==> src/rtl/score_digit_renderer_if.sv <==
// Purpose: bundles the score renderer's score-load, pixel-coordinate and glyph-ROM signals.
// Latency: none, wires only.
// Backpressure: none; busy is a status flag, and loads made while it is high are dropped.
// Ports: value_in/value_load/busy are the score path; pix_x/pix_y/pixel_on are the pixel path;
//        rom_addr/rom_q connect to the external synchronous glyph ROM.
interface score_digit_renderer_if #(
    parameter int VALUE_W    = 14,
    parameter int COORD_W    = 10,
    parameter int ROM_ADDR_W = 14
);
    logic [VALUE_W-1:0]    value_in;
    logic                  value_load;
    logic                  busy;
    logic [COORD_W-1:0]    pix_x;
    logic [COORD_W-1:0]    pix_y;
    logic [ROM_ADDR_W-1:0] rom_addr;
    logic                  rom_q;
    logic                  pixel_on;

    modport master (
        output value_in, value_load, pix_x, pix_y, rom_q,
        input  busy, rom_addr, pixel_on
    );

    modport slave (
        input  value_in, value_load, pix_x, pix_y, rom_q,
        output busy, rom_addr, pixel_on
    );
endinterface

==> src/rtl/score_digit_renderer.sv <==
// Purpose: binary score -> BCD (double dabble) -> display buffer -> glyph ROM address / pixel_on.
// Latency: load to display update VALUE_W+2 cycles; pixel to pixel_on a fixed 3 cycles.
// Backpressure: none; value_load while busy is dropped, and the pixel path accepts every cycle.
// Ports: clk, reset (sync, active high), bus (slave modport: value_in, value_load, busy,
//        pix_x, pix_y, rom_addr, rom_q, pixel_on).
module score_digit_renderer #(
    parameter int NUM_DIGITS = 4,
    parameter int VALUE_W    = 14,
    parameter int GLYPH_W    = 30,
    parameter int GLYPH_H    = 30,
    parameter int GAP        = 2,
    parameter int ORIGIN_X   = 0,
    parameter int ORIGIN_Y   = 0,
    parameter int COORD_W    = 10,
    parameter int ROM_ADDR_W = 14,
    parameter int LZ_BLANK   = 1
) (
    input  logic                  clk,
    input  logic                  reset,
    score_digit_renderer_if.slave bus
);

    localparam int BCD_W = 4 * NUM_DIGITS;
    localparam int SR_W  = BCD_W + VALUE_W;
    localparam int CNT_W = $clog2(VALUE_W + 1);

    function automatic longint unsigned pow10(input int n);
        longint unsigned p;
        p = 1;
        for (int i = 0; i < n; i++) p = p * 10;
        return p;
    endfunction

    localparam longint unsigned MAX_VAL = pow10(NUM_DIGITS) - 1;
    localparam logic [ROM_ADDR_W-1:0] GLYPH_SZ = ROM_ADDR_W'(GLYPH_W * GLYPH_H);

    // Left column of digit cell k; cells are placed at a fixed pitch of GLYPH_W+GAP.
    function automatic logic [31:0] cell_x(input int k);
        return 32'(ORIGIN_X + k * (GLYPH_W + GAP));
    endfunction

    // ---------------- conversion FSM ----------------
    typedef enum logic [1:0] {IDLE, SHIFT, COMMIT} state_t;

    state_t             state, state_next;
    logic               accept, commit;
    logic               busy_q;
    logic [CNT_W-1:0]   cnt;
    logic [SR_W-1:0]    sreg, sreg_adj;
    logic [VALUE_W-1:0] cap;
    logic [3:0]         disp [NUM_DIGITS];

    always_ff @(posedge clk) begin
        if (reset) state <= IDLE;
        else       state <= state_next;
    end

    always_comb begin
        state_next = state;
        accept     = 1'b0;
        commit     = 1'b0;
        case (state)
            IDLE: begin
                // busy_q lingers one cycle past COMMIT, and loads in that cycle are dropped too.
                if (bus.value_load && !busy_q) begin
                    accept     = 1'b1;
                    state_next = SHIFT;
                end
            end
            SHIFT: begin
                if (cnt == CNT_W'(VALUE_W - 1)) state_next = COMMIT;
            end
            COMMIT: begin
                commit     = 1'b1;
                state_next = IDLE;
            end
            default: state_next = IDLE;
        endcase
    end

    // Values that cannot be shown saturate to all nines.
    always_comb begin
        cap = bus.value_in;
        if (64'(bus.value_in) > MAX_VAL) cap = VALUE_W'(MAX_VAL);
    end

    // Double-dabble correction: any BCD nibble >= 5 gets +3 before the shift.
    always_comb begin
        sreg_adj = sreg;
        for (int i = 0; i < NUM_DIGITS; i++) begin
            if (sreg[VALUE_W + 4*i +: 4] >= 4'd5)
                sreg_adj[VALUE_W + 4*i +: 4] = sreg[VALUE_W + 4*i +: 4] + 4'd3;
        end
    end

    always_ff @(posedge clk) begin
        if (reset) begin
            busy_q <= 1'b0;
            cnt    <= '0;
            sreg   <= '0;
            for (int k = 0; k < NUM_DIGITS; k++) disp[k] <= 4'd0;
        end else begin
            busy_q <= accept || (state != IDLE);
            if (accept) begin
                sreg <= {{BCD_W{1'b0}}, cap};
                cnt  <= '0;
            end else if (state == SHIFT) begin
                sreg <= sreg_adj << 1;
                cnt  <= cnt + 1'b1;
            end
            // The display only changes here, so a frame never mixes old and new digits.
            if (commit) begin
                for (int k = 0; k < NUM_DIGITS; k++)
                    disp[k] <= sreg[VALUE_W + 4*(NUM_DIGITS-1-k) +: 4];
            end
        end
    end

    assign bus.busy = busy_q;

    // ---------------- pixel pipeline, stage 0 ----------------
    logic [31:0]           xi, yi, row, col, xoff;
    logic                  hit, in_box, lead_zero, blank_sel;
    logic [3:0]            dig;
    logic [ROM_ADDR_W-1:0] addr_next;

    // Offsets use unsigned wrap: a coordinate left of/above the origin becomes huge and fails the bound.
    always_comb begin
        xi        = 32'(bus.pix_x);
        yi        = 32'(bus.pix_y);
        row       = yi - 32'(ORIGIN_Y);
        hit       = 1'b0;
        col       = '0;
        xoff      = '0;
        dig       = 4'd0;
        lead_zero = 1'b1;
        blank_sel = 1'b0;
        for (int k = 0; k < NUM_DIGITS; k++) begin
            lead_zero = lead_zero && (disp[k] == 4'd0);
            xoff      = xi - cell_x(k);
            if (xoff < 32'(GLYPH_W)) begin
                hit       = 1'b1;
                col       = xoff;
                dig       = disp[k];
                blank_sel = (LZ_BLANK != 0) && (k != NUM_DIGITS - 1) && lead_zero;
            end
        end
        in_box    = hit && (row < 32'(GLYPH_H));
        addr_next = ROM_ADDR_W'(dig) * GLYPH_SZ
                  + ROM_ADDR_W'(row) * ROM_ADDR_W'(GLYPH_W)
                  + ROM_ADDR_W'(col);
    end

    // ---------------- stages 1..3 ----------------
    logic [ROM_ADDR_W-1:0] rom_addr_q;
    logic                  vis_d1, vis_d2, pixel_on_q;

    always_ff @(posedge clk) begin
        if (reset) begin
            rom_addr_q <= '0;
            vis_d1     <= 1'b0;
            vis_d2     <= 1'b0;
            pixel_on_q <= 1'b0;
        end else begin
            if (in_box) rom_addr_q <= addr_next;
            vis_d1     <= in_box && !blank_sel;
            vis_d2     <= vis_d1;
            pixel_on_q <= bus.rom_q && vis_d2;
        end
    end

    assign bus.rom_addr = rom_addr_q;
    assign bus.pixel_on = pixel_on_q;

endmodule
==> src/flat_wrapper.sv <==
// flat-port wrapper written by rule: the top's interface ports become plain ports
module score_digit_renderer_flat 
#(
    parameter int NUM_DIGITS = 4,
    parameter int VALUE_W    = 14,
    parameter int GLYPH_W    = 30,
    parameter int GLYPH_H    = 30,
    parameter int GAP        = 2,
    parameter int ORIGIN_X   = 0,
    parameter int ORIGIN_Y   = 0,
    parameter int COORD_W    = 10,
    parameter int ROM_ADDR_W = 14,
    parameter int LZ_BLANK   = 1
)
  (clk, reset, bus_value_in, bus_value_load, bus_pix_x, bus_pix_y, bus_rom_q, bus_busy, bus_rom_addr, bus_pixel_on);
  score_digit_renderer_if #(.VALUE_W(VALUE_W), .COORD_W(COORD_W), .ROM_ADDR_W(ROM_ADDR_W)) bus_i ();
  input  logic clk;
  input  logic reset;
  input wire logic [$bits(bus_i.value_in)-1:0] bus_value_in;
  input wire logic [$bits(bus_i.value_load)-1:0] bus_value_load;
  input wire logic [$bits(bus_i.pix_x)-1:0] bus_pix_x;
  input wire logic [$bits(bus_i.pix_y)-1:0] bus_pix_y;
  input wire logic [$bits(bus_i.rom_q)-1:0] bus_rom_q;
  output wire logic [$bits(bus_i.busy)-1:0] bus_busy;
  output wire logic [$bits(bus_i.rom_addr)-1:0] bus_rom_addr;
  output wire logic [$bits(bus_i.pixel_on)-1:0] bus_pixel_on;
  assign bus_i.value_in = bus_value_in;
  assign bus_i.value_load = bus_value_load;
  assign bus_i.pix_x = bus_pix_x;
  assign bus_i.pix_y = bus_pix_y;
  assign bus_i.rom_q = bus_rom_q;
  assign bus_busy = bus_i.busy;
  assign bus_rom_addr = bus_i.rom_addr;
  assign bus_pixel_on = bus_i.pixel_on;
  score_digit_renderer #(.NUM_DIGITS(NUM_DIGITS), .VALUE_W(VALUE_W), .GLYPH_W(GLYPH_W), .GLYPH_H(GLYPH_H), .GAP(GAP), .ORIGIN_X(ORIGIN_X), .ORIGIN_Y(ORIGIN_Y), .COORD_W(COORD_W), .ROM_ADDR_W(ROM_ADDR_W), .LZ_BLANK(LZ_BLANK)) u_core (.clk(clk), .reset(reset), .bus(bus_i));
endmodule
==> config.mk <==
export PLATFORM = sky130hd
export DESIGN_NAME = score_digit_renderer_flat
export DESIGN_NICKNAME = d
export VERILOG_FILES = /design/src/rtl/score_digit_renderer_if.sv /design/src/rtl/score_digit_renderer.sv /design/src/flat_wrapper.sv
export SDC_FILE = /design/constraint.sdc
export NUM_CORES = 1
export LEC_CHECK = 0
export CORE_MARGIN = 3
export CORE_UTILIZATION = 55
export DETAILED_ROUTE_END_ITERATION = 10
export GPL_TIMING_DRIVEN = 0
export PLACE_DENSITY = 0.89
export REMOVE_ABC_BUFFERS = 1
export SYNTH_ARGS = -nofsm -noshare
export SYNTH_HDL_FRONTEND = slang
export SYNTH_SLANG_ARGS = --single-unit
==> constraint.sdc <==
create_clock -name clk -period 16.7 [get_ports clk]
set_clock_uncertainty 0.15 [all_clocks]
set_input_delay 1.67 -clock clk [delete_from_list [all_inputs] [get_ports clk]]
set_output_delay 1.67 -clock clk [all_outputs]
set_load 0.005 [all_outputs]
# After elaboration in Yosys (flattened, before gate mapping)
# Memories as Yosys holds them, arrays and structs flattened.
# Index checks and enable logic that the tools add are counted.
# Widths: inputs -> output; s select.
# word_totals
register_bits	54
ramBits	16
output_inout_bits	16
memories	1
# op_classes
addsub	10
multipliers	2
order_cmp	10
eq_ne	5
n_mux	38
bitwise_logic	4
reduce_logical	17
# memory_table
memory	words	width	rd	rd_clocked_by_memory_dff	write_ports	line	rtl
u_core.disp	4	4	4	0	4	score_digit_renderer.sv:51	logic [3:0] disp [NUM_DIGITS];
# op_table
operator	n
$lt 32x5->1 const B	3
$mux 14	6
$mux 4	11
$add 14x14->14	2
$sub 10x7->11 const B	2
$lt 10x5->1 const B	2
$ge 4x3->1 const B	4
$mux 1	16
$gt 14x14->1 const B	1
$mul 10x4->13 const B	1
$add 4x2->4 const B	3
$logic_not 4->1	3
$mul 4x8->12 const B	1
$sub 10x6->11 const B	1
$mux 10	1
$logic_and 1x1->1	6
$add 4x1->4 const B	1
$eq 4x4->1 const B	1
$mux 2	2
$ne 2x1->1 const B	2
$or 1x1->1	4
$pmux 2 s2	1
$reduce_bool 2->1	2
$add 3x2->3 const B	1
other kinds (8)	9

# Logic depth before layout (Yosys ltp)
# Gate-level depths: netlist of the first run.
# logic_depth
word_depth	8
depth_mapped	24
ltp_nobuf	23

# Worst setup path after synthesis of the first run
# Ideal clock, no wire load.
# synth_path
path_type	input-to-reg
start	input port bus_pix_x[7]
end	register u_core.rom_addr_q[13] (netlist: u_core.bus.rom_addr[13])
setup_ns	0.115
arrival_ns	6.411
required_time_ns	16.435
path_slack_ns	10.025
stages	21
cell_sequence	buf_6 -> inv_1 -> ha_1 -> nor4_2 -> mux2i_2 -> nor2_2 -> o21ai_0 -> mux2i_1 -> fa_1 -> ha_1 -> fa_1 -> xnor2_1 -> fa_1 -> inv_1 -> ha_1 -> or2_2 -> a21oi_1 -> a31oi_1 -> xnor2_1 -> xnor2_1 -> o21a_1
# synth_via
elab_chain_len	8
# synth_lines
item	line	rtl
from (decl)	flat_wrapper.sv:21	input wire logic [$bits(bus_i.pix_x)-1:0] bus_pix_x;
$sub 10x6->11 / $lt 10x5->1 (equally long branches)	score_digit_renderer.sv:140, score_digit_renderer.sv:141	
$lt 32x5->1 / $mux 4 (equally long branches)	score_digit_renderer.sv:141	if (xoff < 32'(GLYPH_W)) begin
$mux 4 (3 in a row)	score_digit_renderer.sv:141	
$mul 4x8->12	score_digit_renderer.sv:149	addr_next = ROM_ADDR_W'(dig) * GLYPH_SZ
$add 14x14->14	score_digit_renderer.sv:150	+ ROM_ADDR_W'(row) * ROM_ADDR_W'(GLYPH_W)
$add 14x14->14	score_digit_renderer.sv:151	+ ROM_ADDR_W'(col);
to (signal assigned)	score_digit_renderer.sv:165	if (in_box) rom_addr_q <= addr_next;
to (decl)	score_digit_renderer.sv:155	logic [ROM_ADDR_W-1:0] rom_addr_q;
# Parallel ways exist; a longest one is shown, timed or not.
# A chain may end at the register's enable or synchronous reset.

# Worst setup path after layout of the first run
# layout_path
start	input port bus_pix_x[6]
end	register u_core.rom_addr_q[13] (netlist: u_core.bus.rom_addr[13])
# The elaborated chain is that of the path after synthesis.

==> metrics.md, run 1 <==
| Metric | Value |
|---|---|
| WL met3 | 606 µm |
| Maximum vdd ir drop | between 70 and 80 µV |
| GRT Util Overall | between 20 and 25% |
| Clk sink count | 70 |
| DR pass1 iterations | 4 |
| Initial DRC count | roughly 210 |
| RSZ-0062 raised after global routing | no |
| Post-CTS sizing | 0 |
| Post-synth ARST share | 0% |
| Final wirelength | between 10000 and 15000 µm |
| Highest net fanout along the worst path | 10 |
| Clock Latency Late Sink | 0.34 ns |
| Worst endpoint data arrival time | between 7 and 8 ns |
| PwrDens | between 90 and 100 nW/µm² |
| RD Place Congestion | 0.937 |
| # Max-Cap Violations | 0 |
| Critical Path End Type | flop |
| Routed length on met1 | around 4700 µm |
| Post-DP Area | between 6000 and 7000 µm² |
| Relative slew slack | 23.1% |
| Core area | roughly 9400 µm² |
| Area Growth Syn to Fin | 14.8% |
| Nets@finish | roughly 770 |
| Proportion of synthesized chip area in sequential cells | between 20% and 30% |
| Cell Area, Synth | approximately 5400 µm² |
| Setup violations, final | 0 |
| CTS tree | yes |
| Setup bufs post-CTS | 0 |
| FP Rows | 35 |
| Least-Margin Pin Slew | between 1 and 1.5 ns |
| Tot Pwr | 0.597 mW |
| Initial antenna violation count | 0 |
| I/O Pins | between 50 and 60 |
| Endpoints failing hold | 0 |
| Outcome | completed |
| Final period utilization | approximately 44% |
| FMAX | 135 MHz |
| Post-synth top flop | dfxtp_1 |
| Minimum clock period after layout | 7.43 ns |
| Fraction of layout cells with a size suffix above 1 | around 5.9% |
| Met2 WL | 5720 µm |
| Vias in the first global route | between 4k and 5k |
| First-pass GRT wire length | about 19000 µm |
| Top sig layer | met4 |
| #FFs+latches synth | 70 |
| Antenna diodes | 0 |
| H-tree levels | 3 |
| Post-Synthesis Cells | 593 |
| Worst-path clk slew | 0.08 ns |
| Syn. warnings | 0 |
| Crit Path Category | in -> reg |
| HP Class | reg -> reg |
| CTS Buf Count | 9 |
| GRT overflow | 0 |
| Post-synth EDFFs | 16 |
| Final setup TNS | 0 ns |
| DPL Wire Length | approximately 8600 µm |
| Vias | between 4k and 5k |
| Die area | about 11000 µm² |
| CTS root buffer | clkbuf_8 |
| Starting Density | a little under three fifths |
| Post-layout util | about 66% |
| Die Height | 105 µm |
| Synth cell types | 57 |
| Max-slew violation count | 0 |
| CTS Hold Bufs | 0 |
| Post-Layout Cell Count | slightly below 800 |
| WP data required | 16.79 ns |
| Average vias per placed instance | between 5 and 6 |
| # DRC | 0 |
| Design area | around 6200 µm² |
| DR WL/cell | approximately 14 µm |
| Placed Instances | 759 |
| Syn avg cell area | around 9.1 µm² |
| Startpoint Class | input pin |
| Pin count of the biggest net entering global routing | 46 |
| Die W | 105 µm |
| Pleak | 2.62 nW |
| Final ANT Viol Nets | 0 |
| # port buffers | 53 |
| CTS Buffer Depth | 2 |
==> cells by family (layout without fill, tap and decap cells) <==
group                    after synthesis  count (layout)  share of synthesized area (%)
multiplexers                          19              19                           3.65
AO/OA/AOI/OAI                        116             116                           13.6
buffers and inverters                 60             110                           4.66
adder cells (fa/ha/maj)               92              92                           25.5
other                                  2               5                          0.139
AND/OR/NAND/NOR                      199             199                           17.9
XOR/XNOR                              35              35                           5.66
flip-flops                            70              70                           28.8
==> placed cells by master, fill, tap and decap left out, drive strengths merged, types with 6 or more instances in the layout <==
cell / Yosys / layout
ha: 61 / 61
nand2: 57 / 57
dfxtp: 54 / 54
clkdlybuf4s50: 0 / 52
a21oi: 50 / 50
nor2: 49 / 49
inv: 40 / 41
fa: 31 / 31
nor3: 28 / 28
xnor2: 26 / 26
o21ai: 25 / 25
edfxtp: 16 / 16
mux2i: 16 / 16
nand2b: 13 / 13
and2: 12 / 12
nand3: 10 / 10
xor2: 9 / 9
clkbuf: 16 / 9
nor4: 9 / 9
a22oi: 6 / 6
a311oi: 6 / 6
==> state kept, by name, summed over array words and instances, names as in the netlist <==
name,count
u_core.bus.busy,1
u_core.bus.pixel_on,1
u_core.bus.rom_addr,14
u_core.cnt,4
u_core.disp,16
u_core.sreg,30
u_core.state,2
u_core.vis_d1,1
u_core.vis_d2,1
==> area by class of cell <==
cell class                      count  area (µm²)
Clock inverter                      7        63.8
Clock buffer                        9         124
Sequential cell                    70        1560
Fill cell                         734        3190
Tap cell                          129         161
Multi-Input combinational cell    466        3620
Inverter                           40         150
Timing Repair Buffer               54         541
==> routing by layer <==
metal / up-vias / global-route usage (%)
li1: 2133 / -
met1: 2078 / 24.6
met2: 118 / 37.9
met3: 17 / 4.53
met4: 0 / 5.34
met5: - / 0
==> worst max-delay path: stages <==
cell and delay (ns):
clkdlybuf4s50_1 0.65, inv_1 0.15, ha_1 0.29, nor4_2 0.31, mux2i_2 0.19, nor2_2 0.32
a221oi_1 0.10, o31ai_1 0.80, ha_1 0.37, ha_1 0.22, fa_1 0.41, xnor2_1 0.17
fa_1 0.51, inv_1 0.04, ha_1 0.31, or2_2 0.30, a21oi_1 0.16, a31oi_1 0.08
xnor2_1 0.16, xnor2_1 0.13, o21a_1 0.16
==> power breakdown <==
| group | internal, mW | switching [mW] |
|---|---|---|
| clock | 0.0679 | 0.0626 |
| combinational | 0.131 | 0.151 |
| sequential | 0.180 | 0.00440 |
| total | 0.379 | 0.218 |
==> path summary, 6_finish.rpt <==
check / start / slack (ns) / endpoint / cells past startpoint
hold / removal: u_core.vis_d2 / 0.27 / u_core.bus.pixel_on / 2
setup / recovery: bus_pix_x[6] / 9.27 / u_core.bus.rom_addr[13] / 21
setup reg to reg: u_core.disp[0][7] / 12.01 / u_core.bus.rom_addr[13] / 16
hold reg to reg: u_core.vis_d2 / 0.27 / u_core.bus.pixel_on / 2
==> cells in the mapped netlist, drive strengths merged (4+ instances only) <==
cell type  instances  area, µm²
nor2b              5       31.3
o21bai             4       30.0
ha                61        763
a21o               5       37.5
nand3             10       62.6
a21oi             50        254
edfxtp            16        480
nor2              49        186
nand4              4       25.0
nor4               9       62.6
a22oi              6       45.0
fa                31        621
o21ai             25        136
nand2b            13       81.3
nand2             57        216
clkbuf            16       63.8
and2              12       80.1
nor3              28        140
a311oi             6       52.6
xnor2             26        228
dfxtp             54       1080
inv               40        150
buf                4       38.8
mux2i             16        164
xor2               9       78.8
==> stage by stage <==
| stage | hold WS (ns) | worst slack, ns |
|---|---|---|
| 2_1_floorplan | 0.245 | 10.12 |
| 3_3_place_gp | 0.284 | 9.07 |
| 3_5_place_dp | 0.272 | 8.93 |
| 4_1_cts | 0.281 | 9.30 |
| 5_1_grt | 0.289 | 8.84 |
| 6_report | 0.269 | 9.27 |
Note: power is estimated with default switching activity, not from simulation.
==> inputs of run 2 (changes only) <==
==> constraint.sdc (replaced) <==
create_clock -name clk -period 7.2 [get_ports clk]
set_clock_uncertainty 0.15 [all_clocks]
set_input_delay 0.72 -clock clk [delete_from_list [all_inputs] [get_ports clk]]
set_output_delay 0.72 -clock clk [all_outputs]
set_load 0.005 [all_outputs]
==> results of run 2 <==
The final DEF is identical to that of run 1. Status: completed.
Main changes from that run: setup slack after placement 8.93 ns -> 0.385 ns; setup slack after layout 9.27 ns -> 0.721 ns; register-to-register setup slack 12.01 ns -> 2.51 ns; total power 0.597 mW -> 1.38 mW; worst IR drop on VDD 75.4 µV -> 175 µV
